$ cat src/rtl/cuenta_regresiva_pkg.sv
// -----------------------------------------------------------------------------
// cuenta_pkg: shared types and constants for the mm:ss countdown timer.
//   state_e   : controller states (IDLE, RUN, PAUSE, DONE)
//   TIME_W    : width of a minutes/seconds field
//   MAX_SEG   : largest seconds value
//   MAX_MIN   : largest minutes value
//   sat_time(): clamps a raw preset field to a given maximum
// -----------------------------------------------------------------------------
package cuenta_pkg;

   localparam int unsigned TIME_W  = 6;
   localparam int unsigned MAX_SEG = 59;
   localparam int unsigned MAX_MIN = 59;

   typedef enum logic [1:0] {
      IDLE  = 2'd0,
      RUN   = 2'd1,
      PAUSE = 2'd2,
      DONE  = 2'd3
   } state_e;

   // Presets above the limit clamp to the limit rather than wrapping.
   function automatic logic [TIME_W-1:0] sat_time(input logic [TIME_W-1:0] v,
                                                  input int unsigned        lim);
      return (v > TIME_W'(lim)) ? TIME_W'(lim) : v;
   endfunction

endpackage

$ cat src/rtl/cuenta_regresiva_if.sv
// -----------------------------------------------------------------------------
// cuenta_regresiva_if: control/display bundle between the time-setting stage,
// the countdown timer and the 7-seg/LED stage.
//   setTime, setSeg, setMin, start_stop : master -> slave (controls/presets)
//   seg, min, running, alarm, tick      : slave -> master (display/status)
// -----------------------------------------------------------------------------
interface cuenta_regresiva_if;
   import cuenta_pkg::*;

   logic              setTime;
   logic [TIME_W-1:0] setSeg;
   logic [TIME_W-1:0] setMin;
   logic              start_stop;
   logic [TIME_W-1:0] seg;
   logic [TIME_W-1:0] min;
   logic              running;
   logic              alarm;
   logic              tick;

   modport master (
      output setTime, setSeg, setMin, start_stop,
      input  seg, min, running, alarm, tick
   );

   modport slave (
      input  setTime, setSeg, setMin, start_stop,
      output seg, min, running, alarm, tick
   );

endinterface

$ cat src/rtl/cuenta_regresiva_divisor_tick.sv
// -----------------------------------------------------------------------------
// divisor_tick: one-second prescaler for the countdown timer.
//   clk, rst  : clock, synchronous active-high reset
//   en_i      : advance the prescaler this cycle
//   clr_i     : return the prescaler to zero (wins over en_i)
//   tick_c_o  : combinational strobe, high while enabled at count CLK_HZ-1
// -----------------------------------------------------------------------------
module divisor_tick #(
   parameter int unsigned CLK_HZ = 50_000_000
) (
   input  logic clk,
   input  logic rst,
   input  logic en_i,
   input  logic clr_i,
   output logic tick_c_o
);

   localparam int unsigned     CNT_W = (CLK_HZ > 1) ? $clog2(CLK_HZ) : 1;
   localparam logic [CNT_W-1:0] TERM = CNT_W'(CLK_HZ - 1);

   logic [CNT_W-1:0] cnt_q, cnt_d;

   assign tick_c_o = en_i && !clr_i && (cnt_q == TERM);

   // Wrap at TERM; hold when disabled so a pause resumes mid-second.
   always_comb begin
      cnt_d = cnt_q;
      if (clr_i) begin
         cnt_d = '0;
      end else if (en_i) begin
         cnt_d = (cnt_q == TERM) ? '0 : cnt_q + CNT_W'(1);
      end
   end

   always_ff @(posedge clk) begin
      if (rst) cnt_q <= '0;
      else     cnt_q <= cnt_d;
   end

endmodule

$ cat src/rtl/cuenta_regresiva.sv
// -----------------------------------------------------------------------------
// cuenta_regresiva: mm:ss countdown timer with alarm window.
//   clk  : system clock
//   rst  : synchronous reset, active-high
//   bus  : cuenta_regresiva_if.slave
//          in : setTime (edit mode, dominant), setSeg/setMin (presets),
//               start_stop (start/pause/resume/acknowledge pulse)
//          out: seg/min (current time), running (RUN only),
//               alarm (end-of-count window), tick (1 Hz strobe in RUN)
// Parameters: CLK_HZ (cycles per second), ALARM_SEC (alarm window length).
// Build option: define CUENTA_BLINK_EN to make the alarm toggle every half
// second during its window instead of staying high.
// -----------------------------------------------------------------------------
module cuenta_regresiva
   import cuenta_pkg::*;
#(
   parameter int unsigned CLK_HZ    = 50_000_000,
   parameter int unsigned ALARM_SEC = 5
) (
   input  logic               clk,
   input  logic               rst,
   cuenta_regresiva_if.slave  bus
);

   localparam int unsigned ALARM_CYC = ALARM_SEC * CLK_HZ;
   localparam int unsigned ALM_W     = $clog2(ALARM_CYC + 1);

`ifdef CUENTA_BLINK_EN
   localparam int unsigned HALF = (CLK_HZ / 2 > 0) ? CLK_HZ / 2 : 1;
   localparam int unsigned BL_W = (HALF > 1) ? $clog2(HALF) : 1;
   logic [BL_W-1:0] blk_q, blk_d;
`endif

   state_e            state_q, state_d;
   logic [TIME_W-1:0] seg_q, seg_d;
   logic [TIME_W-1:0] min_q, min_d;
   logic              running_q, running_d;
   logic              alarm_q, alarm_d;
   logic              tick_q;
   logic [ALM_W-1:0]  alm_tmr_q, alm_tmr_d;

   logic              tick_c;
   logic              presc_en_c;
   logic              presc_clr_c;
   logic [TIME_W-1:0] pre_seg_c;
   logic [TIME_W-1:0] pre_min_c;

   // Prescaler only advances in RUN; it is parked at zero while idle/editing.
   assign presc_en_c  = (state_q == RUN) && !bus.setTime;
   assign presc_clr_c = bus.setTime || (state_q == IDLE);

   divisor_tick #(.CLK_HZ(CLK_HZ)) u_divisor (
      .clk      (clk),
      .rst      (rst),
      .en_i     (presc_en_c),
      .clr_i    (presc_clr_c),
      .tick_c_o (tick_c)
   );

   assign pre_seg_c = sat_time(bus.setSeg, MAX_SEG);
   assign pre_min_c = sat_time(bus.setMin, MAX_MIN);

   // Next-state, time and alarm logic.
   always_comb begin
      state_d   = state_q;
      seg_d     = seg_q;
      min_d     = min_q;
      alarm_d   = 1'b0;
      alm_tmr_d = alm_tmr_q;
`ifdef CUENTA_BLINK_EN
      blk_d     = blk_q;
`endif

      if (bus.setTime) begin
         state_d   = IDLE;
         seg_d     = pre_seg_c;
         min_d     = pre_min_c;
         alm_tmr_d = '0;
      end else begin
         case (state_q)
            IDLE: begin
               if (bus.start_stop && ((seg_q != '0) || (min_q != '0))) begin
                  state_d = RUN;
               end else begin
                  seg_d = pre_seg_c;
                  min_d = pre_min_c;
               end
            end

            RUN: begin
               if (tick_c) begin
                  if (seg_q == '0) begin
                     seg_d = TIME_W'(MAX_SEG);
                     min_d = min_q - TIME_W'(1);
                  end else begin
                     seg_d = seg_q - TIME_W'(1);
                  end
               end
               // Reaching 00:00 outranks a simultaneous pause request.
               if (tick_c && (min_q == '0) && (seg_q == TIME_W'(1))) begin
                  state_d   = DONE;
                  alarm_d   = (ALARM_CYC != 0);
                  alm_tmr_d = ALM_W'(ALARM_CYC);
`ifdef CUENTA_BLINK_EN
                  blk_d     = '0;
`endif
               end else if (bus.start_stop) begin
                  state_d = PAUSE;
               end
            end

            PAUSE: begin
               if (bus.start_stop) state_d = RUN;
            end

            DONE: begin
               seg_d = '0;
               min_d = '0;
               if (bus.start_stop) begin
                  state_d   = IDLE;
                  seg_d     = pre_seg_c;
                  min_d     = pre_min_c;
                  alm_tmr_d = '0;
               end else if (alm_tmr_q != '0) begin
                  alm_tmr_d = alm_tmr_q - ALM_W'(1);
`ifdef CUENTA_BLINK_EN
                  if (blk_q == BL_W'(HALF - 1)) begin
                     blk_d   = '0;
                     alarm_d = ~alarm_q;
                  end else begin
                     blk_d   = blk_q + BL_W'(1);
                     alarm_d = alarm_q;
                  end
                  if (alm_tmr_q == ALM_W'(1)) alarm_d = 1'b0;
`else
                  alarm_d = (alm_tmr_q != ALM_W'(1));
`endif
               end
            end

            default: state_d = IDLE;
         endcase
      end

      running_d = (state_d == RUN);
   end

   always_ff @(posedge clk) begin
      if (rst) begin
         state_q   <= IDLE;
         seg_q     <= '0;
         min_q     <= '0;
         running_q <= 1'b0;
         alarm_q   <= 1'b0;
         tick_q    <= 1'b0;
         alm_tmr_q <= '0;
`ifdef CUENTA_BLINK_EN
         blk_q     <= '0;
`endif
      end else begin
         state_q   <= state_d;
         seg_q     <= seg_d;
         min_q     <= min_d;
         running_q <= running_d;
         alarm_q   <= alarm_d;
         tick_q    <= tick_c;
         alm_tmr_q <= alm_tmr_d;
`ifdef CUENTA_BLINK_EN
         blk_q     <= blk_d;
`endif
      end
   end

   assign bus.seg     = seg_q;
   assign bus.min     = min_q;
   assign bus.running = running_q;
   assign bus.alarm   = alarm_q;
   assign bus.tick    = tick_q;

endmodule

$ cat src/flat_wrapper.sv
// flat-port wrapper written by rule: the top's interface ports become plain ports
module cuenta_regresiva_flat import cuenta_pkg::*;
#(
   parameter int unsigned CLK_HZ    = 50_000_000,
   parameter int unsigned ALARM_SEC = 5
)
  (clk, rst, bus_setTime, bus_setSeg, bus_setMin, bus_start_stop, bus_seg, bus_min, bus_running, bus_alarm, bus_tick);
  cuenta_regresiva_if bus_i ();
  input  logic clk;
  input  logic rst;
  input wire logic [$bits(bus_i.setTime)-1:0] bus_setTime;
  input wire logic [$bits(bus_i.setSeg)-1:0] bus_setSeg;
  input wire logic [$bits(bus_i.setMin)-1:0] bus_setMin;
  input wire logic [$bits(bus_i.start_stop)-1:0] bus_start_stop;
  output wire logic [$bits(bus_i.seg)-1:0] bus_seg;
  output wire logic [$bits(bus_i.min)-1:0] bus_min;
  output wire logic [$bits(bus_i.running)-1:0] bus_running;
  output wire logic [$bits(bus_i.alarm)-1:0] bus_alarm;
  output wire logic [$bits(bus_i.tick)-1:0] bus_tick;
  assign bus_i.setTime = bus_setTime;
  assign bus_i.setSeg = bus_setSeg;
  assign bus_i.setMin = bus_setMin;
  assign bus_i.start_stop = bus_start_stop;
  assign bus_seg = bus_i.seg;
  assign bus_min = bus_i.min;
  assign bus_running = bus_i.running;
  assign bus_alarm = bus_i.alarm;
  assign bus_tick = bus_i.tick;
  cuenta_regresiva #(.CLK_HZ(CLK_HZ), .ALARM_SEC(ALARM_SEC)) u_core (.clk(clk), .rst(rst), .bus(bus_i));
endmodule
$ cat config.mk
export PLATFORM = sky130hd
export DESIGN_NAME = cuenta_regresiva_flat
export DESIGN_NICKNAME = d
export VERILOG_FILES = /design/src/rtl/cuenta_regresiva_pkg.sv /design/src/rtl/cuenta_regresiva_if.sv /design/src/rtl/cuenta_regresiva_divisor_tick.sv /design/src/rtl/cuenta_regresiva.sv /design/src/flat_wrapper.sv
export SDC_FILE = /design/constraint.sdc
export NUM_CORES = 1
export LEC_CHECK = 0
export CORE_MARGIN = 4
export CORE_UTILIZATION = 40
export DETAILED_ROUTE_END_ITERATION = 8
export GPL_ROUTABILITY_DRIVEN = 0
export PLACE_DENSITY_LB_ADDON = 0.25
export SLEW_MARGIN = 20
export SYNTH_ARGS = -nofsm -noshare
export SYNTH_HDL_FRONTEND = slang
export SYNTH_HIERARCHICAL = 1
export SYNTH_SLANG_ARGS = --single-unit
$ cat constraint.sdc
create_clock -name clk -period 7.32 [get_ports clk]
set_input_delay 1.098 -clock clk [delete_from_list [all_inputs] [get_ports clk]]
set_output_delay 1.098 -clock clk [all_outputs]
set_load 0.01 [all_outputs]
==> metrics <==
clock tree buffer depth=2; Layout area overhead=12.7%; Post-synth top flop=dfxtp_1; Placed Area=~0.0046 mm²; core area=around 0.010 mm²; RSZ-0062 raised after global routing=no; routed len/inst=around 16 µm; mean post-synth cell area=just over 8 µm²; design area=between 0.004 and 0.005 mm²; P per Cell Area=between 150 and 200 mW/mm²; critical path fanouts, max=36; vias in the first global route=between 3000 and 4000; Yosys warnings=6; DR vias=about 4200; Diodes inserted=0; CTS Buf Count=9; Yosys reg bits=just over 70; gr ovfl total=0; CP startpoint=bus_setTime; Sum Neg Setup Slack=0 ps; clk_skew=11.9 ps; most frequent cells in the layout=dfxtp_1, a21oi_1, o31ai_1; Req. time, crit path=~7500 ps; drt drc=0; Post-CTS Setup Repair Bufs=0; Syn Std Cell Area=between 0.004 and 0.005 mm²; Least-Margin Pin Slew=848 ps; Net count, final=about 570; Hold WC Path Type=register to register; wire length of the first global-routing pass=19400 µm; final number of setup-violating endpoints=0; fin crit share=68.6%; Final Hold Fails=0; type of origin of the critical path=input port; worst-skew pair later-pin latency=roughly 340 ps; r2r startpoint=u_core/state_q[1]$_SDFF_PP0_; top-level I/O count=31; Post-synth EDFFs=0; CP Class=input port to register; commonest non-fill, non-tap cell in the layout=dfxtp_1; drt first-iter violations=approximately 270; die area=approximately 0.012 mm²; Worst R2R Path Depth=13; final antenna-violating net count=0; Via density=~6; gr busiest metal=met2; initial antenna violation count=0; syn_nets=between 500 and 600; synth unique cells=62; R2R Setup Slk=a little over 3000 ps; Max Slew Vio Count=0; Max VDD drop=0.0000795 V; final wirelength=approximately 11000 µm; M1 GR Usage=around a quarter; largest net degree at the start of global routing=37; ratio of cells with drive above 1 in the final layout=~7.9%; reg2reg end=u_core/alm_tmr_q[5]$_SDFFE_PP0P_; Clk pin slew, worst setup/hold paths=about 80 ps; Initial Util=slightly above 40%; Worst setup endpoint=u_core/alm_tmr_q[5]$_SDFFE_PP0P_; met3 usage=about 4%; hold buffers post-CTS=0; CP arrival=approximately 5200 ps; number of detailed-route iterations in the first pass=5; synthesized instance count=between 500 and 600; Seq/Total Area, Yosys=~33%; status=completed; hpwl dp=about 7700 µm; fraction of registers with async set/reset=0%; Root Driver=clkbuf_8; Global Route met2 Usage=~29%; chip height=between 100 and 150 µm; FMAX=199 MHz; IO buf count=30; Rows=37; clk sink count=71; CTS tree=done; H-tree depth=3; post-layout min period=5020 ps; width of the chip=112 µm; maximum capacitance violations=0; slew margin rel.=between 40% and 50%; GRT Overall Usage=a little under a fifth; leakage power=~1.6 nW; CP Capture Type=register; cts repair resizes=0
[how the worst min path moves through the flow]
stage	cells after the start	endpoint	from
after CTS	2	u_core/alm_tmr_q[17]$_SDFFE_PP0P_	u_core/alm_tmr_q[17]$_SDFFE_PP0P_
after floorplan	2	u_core/u_divisor/cnt_q[25]$_SDFFE_PP0P_	u_core/u_divisor/cnt_q[25]$_SDFFE_PP0P_
final	2	u_core/alm_tmr_q[17]$_SDFFE_PP0P_	u_core/alm_tmr_q[17]$_SDFFE_PP0P_
after detailed placement	2	u_core/alm_tmr_q[17]$_SDFFE_PP0P_	u_core/alm_tmr_q[17]$_SDFFE_PP0P_
after global placement	2	u_core/alm_tmr_q[22]$_SDFFE_PP0P_	u_core/alm_tmr_q[22]$_SDFFE_PP0P_
after global routing	2	u_core/u_divisor/cnt_q[22]$_SDFFE_PP0P_	u_core/u_divisor/cnt_q[22]$_SDFFE_PP0P_
[metrics by stage]
step	std cells	setup WS, ps	total power (W)	util [%]	hold slack [ps]
floorplan	527	3730	0.000479	-	447
global placement	665	2120	0.000522	44.5	466
detailed placement	665	1960	0.000523	44.5	470
CTS	681	2330	0.000865	46.6	484
global route	681	1960	0.000897	46.6	516
finish	681	2300	0.000854	46.6	484
[registers in the layout, summed over array words and instances (netlist names)]
| register | flops |
|---|---|
| u_core/alm_tmr_q | 28 |
| u_core/bus.alarm | 1 |
| u_core/bus.min | 6 |
| u_core/bus.running | 1 |
| u_core/bus.seg | 6 |
| u_core/bus.tick | 1 |
| u_core/state_q | 2 |
| u_core/u_divisor/cnt_q | 26 |
[power by group]
group / internal [W] / leakage (nW) / switching [W] / total [W]
Sequential: 0.000394 / 0.575 / 0.0000105 / 0.000404
Combinational: 0.0000491 / 0.904 / 0.0000617 / 0.000111
Clock: 0.000186 / 0.109 / 0.000153 / 0.000339
[worst max-delay path, cell delays in order]
cell and delay [ps]:
clkdlybuf4s50_1 770, nand2b_1 420, inv_1 370, nand4_2 170, nand2b_1 240, nor4_1 480, nand3_1 210, nor4_4 300
a21oi_2 50, buf_4 260, o21ai_1 710, a21oi_1 100
[per-layer routing]
layer  routed length (µm)  vias to the layer above
met5                    0                        -
met4                   93                        0
met3                  608                        7
met2                 5140                      129
met1                 5300                     1977
li1                     -                     2056
[cell families (layout without fill, tap and decap cells)]
family,count (synthesis),in the layout,share of synthesized area [%]
adders and majority gates,11,11,3.20
DFF,71,71,33.0
buffers and inverters,53,71,5.72
AOI/OAI and AO/OA,158,158,24.1
xor gates and xnor gates,13,13,2.64
muxes,6,6,1.42
and+or+nand+nor,215,215,29.9
[cells in the mapped netlist, types with 6 or more instances]
library cell	n	area [µm²]
ha_1	11	138
nor3b_1	6	45.0
nand3_1	25	125
nor2_1	32	120
nor3_1	23	115
o21ai_0	18	90.1
or4_1	16	120
nand2b_1	12	75.1
clkbuf_1	15	56.3
nand2_1	25	93.8
a31oi_1	10	62.6
a21oi_1	49	245
xnor2_1	7	61.3
or3_1	12	75.1
dfxtp_1	71	1420
nor4_1	9	56.3
nand4_1	14	87.6
o31ai_1	35	263
buf_2	11	55.1
inv_1	21	78.8
xor2_1	6	52.6
and4_1	6	52.6
a41oi_1	7	61.3
[final cells by class]
type	instances	area, µm²
timing repair buffer	33	323
clock buffer	12	165
clock inverter	4	51.3
fill	1031	5560
multi-input combinational	403	2640
inverter	22	82.6
tap	136	170
sequential	71	1420
No activity file was read; power rests on OpenSTA's default activity.
